`src/rtl/button_event_if.sv`:
```
// Button event bus: raw pin levels in, debounced levels and one-cycle events out.
// The master drives the raw button levels; the slave (the decoder) drives the events.
interface button_event_if #(
    parameter int N_BTN = 8
);
    logic [N_BTN-1:0] btn_raw;
    logic [N_BTN-1:0] btn_level;
    logic [N_BTN-1:0] press_pulse;
    logic [N_BTN-1:0] release_pulse;
    logic             short_pulse;
    logic             long_pulse;
    logic             hold_active;

    modport master (
        output btn_raw,
        input  btn_level, press_pulse, release_pulse,
        input  short_pulse, long_pulse, hold_active
    );

    modport slave (
        input  btn_raw,
        output btn_level, press_pulse, release_pulse,
        output short_pulse, long_pulse, hold_active
    );
endinterface

```
`src/rtl/button_event_decoder.sv`:
```
// Front-panel button conditioning: 2-flop synchroniser and debounce per button,
// registered press/release pulses, and short/long classification of the power
// button (LONG_IDX). Optional feature macro BTN_AUTO_REPEAT_EN adds auto-repeat
// press pulses on every other held button.
//
// Power-button FSM:
//   state    | meaning
//   ST_IDLE  | power button released (debounced)
//   ST_HELD  | pressed, long threshold not yet reached
//   ST_LONG  | long press reported, waiting for release
module button_event_decoder #(
    parameter int N_BTN           = 8,
    parameter int DEBOUNCE_CYCLES = 2_000_000,
    parameter int LONG_CYCLES     = 300_000_000,
    parameter int LONG_IDX        = 2,
    parameter int REPEAT_CYCLES   = 25_000_000
) (
    input logic           clk,
    input logic           rst,
    button_event_if.slave btn
);
    localparam int DB_W   = (DEBOUNCE_CYCLES > 1) ? $clog2(DEBOUNCE_CYCLES) : 1;
    localparam int HOLD_W = $clog2(LONG_CYCLES) + 1;

    localparam logic [DB_W-1:0]   DB_LAST  = DB_W'(DEBOUNCE_CYCLES - 1);
    localparam logic [HOLD_W-1:0] HOLD_MAX = HOLD_W'(LONG_CYCLES);
    // Comparing the pre-update count lets long_pulse be registered on the
    // same edge the count becomes LONG_CYCLES-1.
    localparam logic [HOLD_W-1:0] LONG_ARM = HOLD_W'(LONG_CYCLES - 2);

    typedef enum logic [1:0] {
        ST_IDLE = 2'd0,
        ST_HELD = 2'd1,
        ST_LONG = 2'd2
    } pwr_state_t;

    logic [N_BTN-1:0] sync_1;
    logic [N_BTN-1:0] sync_2;
    logic [N_BTN-1:0] stable;
    logic [DB_W-1:0]  db_cnt [N_BTN];
    logic [N_BTN-1:0] flip;
    logic [N_BTN-1:0] rise;
    logic [N_BTN-1:0] fall;
    logic [N_BTN-1:0] rep_fire;

    logic [HOLD_W-1:0] hold_cnt;
    pwr_state_t        state;
    pwr_state_t        state_nxt;
    logic              short_nxt;
    logic              long_nxt;

    logic [N_BTN-1:0] press_q;
    logic [N_BTN-1:0] release_q;
    logic             short_q;
    logic             long_q;
    logic             hold_q;

    // A button flips once its synchronised level has differed for the full debounce window.
    always_comb begin
        flip = '0;
        for (int i = 0; i < N_BTN; i++) begin
            flip[i] = (sync_2[i] != stable[i]) && (db_cnt[i] == DB_LAST);
        end
    end

    assign rise = flip & ~stable;
    assign fall = flip & stable;

    // Synchroniser, debounce counters and the accepted (stable) levels.
    always_ff @(posedge clk) begin
        if (rst) begin
            sync_1 <= '0;
            sync_2 <= '0;
            stable <= '0;
            for (int i = 0; i < N_BTN; i++) begin
                db_cnt[i] <= '0;
            end
        end else begin
            sync_1 <= btn.btn_raw;
            sync_2 <= sync_1;
            stable <= stable ^ flip;
            for (int i = 0; i < N_BTN; i++) begin
                if ((sync_2[i] == stable[i]) || flip[i]) begin
                    db_cnt[i] <= '0;
                end else begin
                    db_cnt[i] <= db_cnt[i] + 1'b1;
                end
            end
        end
    end

    // Power-button hold counter: idle at zero while released, saturates at the long threshold.
    always_ff @(posedge clk) begin
        if (rst || !stable[LONG_IDX]) begin
            hold_cnt <= '0;
        end else if (hold_cnt != HOLD_MAX) begin
            hold_cnt <= hold_cnt + 1'b1;
        end
    end

`ifdef BTN_AUTO_REPEAT_EN
    localparam int REP_SPAN = (LONG_CYCLES > REPEAT_CYCLES) ? LONG_CYCLES : REPEAT_CYCLES;
    localparam int REP_W    = $clog2(REP_SPAN) + 1;
    localparam logic [REP_W-1:0] REP_FIRST = REP_W'(LONG_CYCLES - 2);
    localparam logic [REP_W-1:0] REP_NEXT  = REP_W'(REPEAT_CYCLES - 1);

    logic [REP_W-1:0] rep_cnt [N_BTN];
    logic [N_BTN-1:0] rep_phase;

    // Repeat fires first after the long delay, then every REPEAT_CYCLES; never on a releasing edge.
    always_comb begin
        rep_fire = '0;
        for (int i = 0; i < N_BTN; i++) begin
            if (i != LONG_IDX && stable[i] && !fall[i]) begin
                rep_fire[i] = (rep_cnt[i] == (rep_phase[i] ? REP_NEXT : REP_FIRST));
            end
        end
    end

    // Per-button repeat counters; the power button keeps its own classification instead.
    always_ff @(posedge clk) begin
        for (int i = 0; i < N_BTN; i++) begin
            if (rst || !stable[i] || i == LONG_IDX) begin
                rep_cnt[i]   <= '0;
                rep_phase[i] <= 1'b0;
            end else if (rep_fire[i]) begin
                rep_cnt[i]   <= '0;
                rep_phase[i] <= 1'b1;
            end else begin
                rep_cnt[i]   <= rep_cnt[i] + 1'b1;
            end
        end
    end
`else
    assign rep_fire = '0;
`endif

    // Power-button FSM state register.
    always_ff @(posedge clk) begin
        if (rst) begin
            state <= ST_IDLE;
        end else begin
            state <= state_nxt;
        end
    end

    // Power-button classification; a release on the threshold edge still counts as short.
    always_comb begin
        state_nxt = state;
        short_nxt = 1'b0;
        long_nxt  = 1'b0;
        case (state)
            ST_IDLE: begin
                if (rise[LONG_IDX]) begin
                    state_nxt = ST_HELD;
                end
            end
            ST_HELD: begin
                if (fall[LONG_IDX]) begin
                    state_nxt = ST_IDLE;
                    short_nxt = 1'b1;
                end else if (hold_cnt == LONG_ARM) begin
                    state_nxt = ST_LONG;
                    long_nxt  = 1'b1;
                end
            end
            ST_LONG: begin
                if (fall[LONG_IDX]) begin
                    state_nxt = ST_IDLE;
                end
            end
            default: state_nxt = ST_IDLE;
        endcase
    end

    // Registered event outputs.
    always_ff @(posedge clk) begin
        if (rst) begin
            press_q   <= '0;
            release_q <= '0;
            short_q   <= 1'b0;
            long_q    <= 1'b0;
            hold_q    <= 1'b0;
        end else begin
            press_q   <= rise | rep_fire;
            release_q <= fall;
            short_q   <= short_nxt;
            long_q    <= long_nxt;
            hold_q    <= (state_nxt == ST_LONG);
        end
    end

    assign btn.btn_level     = stable;
    assign btn.press_pulse   = press_q;
    assign btn.release_pulse = release_q;
    assign btn.short_pulse   = short_q;
    assign btn.long_pulse    = long_q;
    assign btn.hold_active   = hold_q;
endmodule

```
`src/flat_wrapper.sv`:
```
// flat-port wrapper written by rule: the top's interface ports become plain ports
module button_event_decoder_flat 
#(
    parameter int N_BTN           = 8,
    parameter int DEBOUNCE_CYCLES = 2_000_000,
    parameter int LONG_CYCLES     = 300_000_000,
    parameter int LONG_IDX        = 2,
    parameter int REPEAT_CYCLES   = 25_000_000
)
  (clk, rst, btn_btn_raw, btn_btn_level, btn_press_pulse, btn_release_pulse, btn_short_pulse, btn_long_pulse, btn_hold_active);
  button_event_if #(.N_BTN(N_BTN)) btn_i ();
  input logic clk;
  input logic rst;
  input wire logic [$bits(btn_i.btn_raw)-1:0] btn_btn_raw;
  output wire logic [$bits(btn_i.btn_level)-1:0] btn_btn_level;
  output wire logic [$bits(btn_i.press_pulse)-1:0] btn_press_pulse;
  output wire logic [$bits(btn_i.release_pulse)-1:0] btn_release_pulse;
  output wire logic [$bits(btn_i.short_pulse)-1:0] btn_short_pulse;
  output wire logic [$bits(btn_i.long_pulse)-1:0] btn_long_pulse;
  output wire logic [$bits(btn_i.hold_active)-1:0] btn_hold_active;
  assign btn_i.btn_raw = btn_btn_raw;
  assign btn_btn_level = btn_i.btn_level;
  assign btn_press_pulse = btn_i.press_pulse;
  assign btn_release_pulse = btn_i.release_pulse;
  assign btn_short_pulse = btn_i.short_pulse;
  assign btn_long_pulse = btn_i.long_pulse;
  assign btn_hold_active = btn_i.hold_active;
  button_event_decoder #(.N_BTN(N_BTN), .DEBOUNCE_CYCLES(DEBOUNCE_CYCLES), .LONG_CYCLES(LONG_CYCLES), .LONG_IDX(LONG_IDX), .REPEAT_CYCLES(REPEAT_CYCLES)) u_core (.clk(clk), .rst(rst), .btn(btn_i));
endmodule
```
`config.mk`:
```
export PLATFORM = sky130hd
export DESIGN_NAME = button_event_decoder_flat
export DESIGN_NICKNAME = d
export VERILOG_FILES = /design/src/rtl/button_event_if.sv /design/src/rtl/button_event_decoder.sv /design/src/flat_wrapper.sv
export SDC_FILE = /design/constraint.sdc
export NUM_CORES = 1
export LEC_CHECK = 0
export ABC_AREA = 1
export BUFFER_PORTS_ARGS = -buffer_cell sky130_fd_sc_hd__buf_2
export CORE_ASPECT_RATIO = 0.75
export CORE_UTILIZATION = 60
export CTS_CLUSTER_SIZE = 24
export DETAILED_ROUTE_END_ITERATION = 8
export PLACE_DENSITY = 0.77
export SKIP_LAST_GASP = 1
export SYNTH_ARGS = -nofsm -noshare
export SYNTH_HDL_FRONTEND = slang
export SYNTH_SLANG_ARGS = --single-unit
```
`constraint.sdc`:
```
create_clock -name clk -period 2.3 [get_ports clk]
set_input_delay 0 -clock clk [delete_from_list [all_inputs] [get_ports clk]]
set_output_delay 0 -clock clk [all_outputs]
set_load 0.005 [all_outputs]
```
== After elaboration in Yosys (flattened, before gate mapping) ==
Memories as Yosys holds them, arrays and structs flattened.
Index checks and enable logic that the tools add are counted.
W data, S select, Z words.

* Bits in registers: 75
* Memory bits (writable): 168
* Output and inout bits: 27
* Memories: 1

{| class="wikitable"
|+ Memory list
! memory !! depth !! width !! rd ports !! clocked after Yosys merged registers in !! write ports !! RTL line !! source
|-
| u_core.db_cnt || 8 || 21 || 8 || 0 || 8 || button_event_decoder.sv:40 || <nowiki>logic [DB_W-1:0] db_cnt [N_BTN];</nowiki>
|}

* Add/sub/neg operators: 9
* Equal/unequal tests: 29
* Muxes and demuxes: 73
* Bitwise operators: 21
* Reduce and logical (&&, ||, !) cells: 21

{| class="wikitable"
|+ Operators by type and width
! cell !! number
|-
| $mux W21 || 16
|-
| $add A21 B1 Y21 const B || 8
|-
| $eq A21 B21 Y1 const B || 8
|-
| $mux W1 || 52
|-
| $add A30 B1 Y30 const B || 1
|-
| $eq A30 B29 Y1 const B || 1
|-
| $ne A30 B29 Y1 const B || 1
|-
| $and A8 B8 Y8 || 2
|-
| $or A1 B1 Y1 || 16
|-
| $logic_or A1 B1 Y1 || 9
|-
| $eq A1 B1 Y1 || 8
|-
| $logic_and A1 B1 Y1 || 8
|-
| $mux W2 || 4
|-
| $ne A1 B1 Y1 || 8
|-
| $not A8 Y8 || 1
|-
| $xor A8 B8 Y8 || 1
|-
| $pmux W2 S3 || 1
|-
| $eq A2 B2 Y1 const B || 2
|-
| $reduce_or A3 Y1 || 1
|-
| $eq A2 B1 Y1 const B || 1
|-
| $logic_not A2 Y1 || 1
|-
| $reduce_or A2 Y1 || 1
|-
| $logic_not A1 Y1 || 1
|-
| $not A1 Y1 || 1
|}

== Depth between registers and ports, before layout ==
An unclocked memory read counts as a cell.

* Word-level depth: 9
* Gate-level depth with buffers: 11

== Worst setup path after synthesis ==
OpenSTA, ideal clock, no wires.

* Path type: flip-flop to flip-flop
* Start: memory u_core.db_cnt[0][21] (netlist bit)
* End: memory u_core.db_cnt[0][36] (netlist bit), data pin
* Arrival: 1.330 ns
* Required time: 2.046 ns
* Setup slack: 0.716 ns
* Cell stages (with the launch flop): 8
* Path buffers: 1
* Clock period less this slack: 1.584 ns
* Path through: edfxtp_1 > ha_1 > nand3_2 > nor2_4 > nand3_2 > o211ai_2 > buf_6 > nor2_1

{| class="wikitable"
|+ RTL lines
! element !! RTL line
|-
| start, declared || button_event_decoder.sv:40
|}

==> summary.txt <==
Cells and area
  – Area of the multi-input gates: 0.006618 mm2
  – Most frequent cells in the layout: nand2_1, nor2_1, inv_1, edfxtp_1, conb_1
  – Area Overhead vs Synth: 15.36%
  – Fillcell total: 1,756
  – Commonest non-fill, non-tap cell in the layout: nand2_1
  – Layout net count: 1,919
  – Fin util: 70.45%
  – Ratio of cells with drive above 1 in the final layout: 9.504%
  – Register area: 0.006546 mm2
  – ANT cells: 0

Timing
  – Setup Skew: 0.01490 ns
  – Final worst slack: 0.3828 ns
  – Final Hold Fails: 0
  – Final period util: 83.35%
  – Max_slew headroom: 38.95%
  – Setup TNS: 0 ns
  – Post-layout min period: 1.917 ns
  – Max-slew violations: 0
  – Endpoints failing setup: 0
  – RSZ-0062 raised after global routing: no
  – F_max: 521.6 MHz
  – Worst-Margin Slew: 0.9130 ns

Worst setup path
  – Worst reg-to-reg setup slack: 0.38 ns
  – CP startpoint: u_core.db_cnt[0][42]
  – Worst path slowest cell: edfxtp_1
  – CP arrival: 2.25 ns
  – Critical Path RT: 2.64 ns
  – R2R depth: 8
  – Critical-path cell list: ha_1 -> nand3_2 -> nor2_2 -> inv_1 -> nor2_2 -> nand2_1 -> nand3_2 -> nor3_1
  – Buffers & Inverters on Critical Path: 1
  – Crit start category: flop
  – Worst Path Max Fanout: 21
  – Setup CP Type: flop to flop
  – Setup crit end kind: flop
  – CP max stage delay: 0.41 ns
  – R2r endpoint: u_core.db_cnt[0][56]
  – Kind of cell adding the most delay to the critical path: simple AND/OR/NAND/NOR gates
  – Reg2reg start: u_core.db_cnt[0][42]

Die
  – Row count: 47
  – Initial Util: 61.07%
  – Top Ports: 37
  – Chip width: 175 um
  – Die boundary height: 131.8 um
  – Core ar.: 0.02205 mm2
  – Total Die Area: 0.02306 mm2

Clock tree
  – Number of buffers created by CTS: 25
  – CTS H-Tree Depth: 1
  – CTS max path bufs: 3
  – Clock root buffer: clkbuf_16
  – Hold-fix buffer count after cts: 9
  – Post-CTS Setup Repair Bufs: 0
  – Gates resized, CTS repair: 0
  – Later-pin clock latency in the skew report: 0.53 ns
  – Reg clk slew, reported paths: 0.06 ns
  – TritonCTS clock tree: done
  – CTS sink cnt: 243

Pwr
  – VDD IR max: 0.5486 mV
  – LEAKAGE: 6.029 nW
  – Sequential power share: 51.2%
  – PD cells: 622.5 mW/mm2
  – Cell Int Power: 0.007590 W
  – P_sw: 0.002082 W
  – Sw Ratio: 21.52%
  – Comb pwr share: 4.0%
  – Clock share of power: 44.8%

Drt
  – Residual DRC: 0
  – Avg WL per Cell: 12.82 um
  – Via-per-instance ratio: 5.107
  – Vias after detailed routing: 11,280
  – DRT Pass-1 Iters: 5
  – Antenna-violating nets left: 0
  – DRT Wirelength: 28.32 mm
  – 1st-iter DRT viols: 862

Run
  – Max Cap Viol: 0

Placed design
  – Pre-CTS setup slack: 0.3690 ns
  – Detailed placement HPWL: 20.71 mm
  – Routability cong.: 0.9161
  – Port buffer count: 36

Hold path
  – Hold path endpoint: u_core.sync_1[3]
  – Hold Crit Depth: 4
  – Hold Crit Start: btn_btn_raw[3]
  – Worst hold path class: input port to flop

Logic synthesis
  – Post-Syn Instances: 1,673
  – Post-synthesis sequential area ratio: 48.61%
  – YS warnings: 0
  – Register bit total from synthesis: 243
  – Post-Syn Area per Cell: 8.050 um2
  – Post-synth EDFFs: 168
  – Post-Syn Area: 0.01347 mm2
  – Async S/R FF share, synth: 0%
  – Top FF cell, synth: edfxtp_1
  – Number of library cell types mapped by synthesis: 43

Global routing
  – Vias in the first global route: 10,460
  – Total grt overflow: 0
  – First-pass GRT wire length: 47.26 mm
  – Largest net degree at the start of global routing: 23
  – Antenna violations before repair: 0
  – Total Routing Usage GR: 24.64%

Status
  – Status: finished clean
==> worst max-delay path by stage <==
stage	to	slack, ns	cells after the start
after CTS	u_core.db_cnt[0][56]	0.35	8
final	u_core.db_cnt[0][56]	0.38	8
after floorplan	u_core.db_cnt[0][36]	0.72	7
after detailed placement	u_core.db_cnt[0][56]	0.37	8
after global routing	u_core.db_cnt[0][40]	0.19	6
after global placement	u_core.db_cnt[0][42]	0.46	8
==> synth_stat cells, types with 10 or more instances <==
library cell,n,area share (%)
xnor2_1,22,1.4
nor3_1,58,2.2
xor2_1,47,3.1
dfxtp_1,75,11
inv_1,197,5.5
nand3_2,14,1.0
a21oi_1,98,3.6
buf_4,11,0.61
nand2_1,370,10
nor2_1,283,7.9
ha_1,11,1.0
nand3_1,104,3.9
o21ai_0,37,1.4
nand3b_1,22,1.2
nor2_2,27,1.3
nand4_1,48,2.2
nor3_2,10,0.74
edfxtp_1,168,37
nor2_4,12,1.0
==> power by group through the flow <==
stage          Combinational (W)  Sequential [W]  Clock, W
2_1_floorplan           0.000303         0.00500         0
3_3_place_gp            0.000352         0.00503         0
3_5_place_dp            0.000361         0.00504         0
4_1_cts                 0.000378         0.00495   0.00442
5_1_grt                 0.000448         0.00497   0.00458
6_report                0.000389         0.00495   0.00433
==> per-layer routing <==
metal  vias to the layer above  global-route usage (%)  part of all wire [%]
met5                         -                       0                     0
met4                         0                   7.343                   2.3
met3                        51                   3.547                   5.4
met2                       275                   39.24                    45
met1                      5177                   35.04                    47
li1                       5779                       -                     -
==> kinds of logic (layout without fill, tap and decap cells) <==
family	count (synthesis)	after routing	synth area share, %
other	1	168	0.02784
buffers and inverters	230	305	6.912
flip-flops	243	243	48.61
adder cells (fa/ha/maj)	11	11	1.022
AO/OA/AOI/OAI	147	147	5.704
XOR/XNOR	69	69	4.487
AND/OR/NAND/NOR	972	972	33.24
==> flip-flops by register name, summed over array words and instances (netlist names), 2 cells and up, named ones only <==
register,cells
u_core.sync_2,8
u_core.db_cnt,168
u_core.hold_cnt,30
u_core.sync_1,8
u_core.btn.press_pulse,8
u_core.btn.release_pulse,8
u_core.state,2
==> final cells by class <==
type / count / area share [%]
Multi-Input combinational cell: 1367 / 42.59
Sequential cell: 243 / 42.14
Inverter: 207 / 5.009
Clock buffer: 36 / 4.953
Tap cell: 294 / 2.368
Timing Repair Buffer: 54 / 2.174
Clock inverter: 8 / 0.7651
==> tightest hold or removal path, cell delays in order <==
cell and delay (ns):
dlygate4sd3_1 0.51, buf_2 0.09, inv_1 0.03, nor2_1 0.06
==> through the flow <==
step           area (um2)  power, W  hold slack [ns]  instances
2_1_floorplan       14090  0.005302           0.1070       1840
3_3_place_gp        14560  0.005386           0.2047       2156
3_5_place_dp        14560  0.005403           0.2090       2156
4_1_cts             15540  0.009746           0.2010       2209
5_1_grt             15540  0.009994           0.2068       2209
6_report            15540  0.009671           0.2068       2209
(Power assumes the default switching activity.)
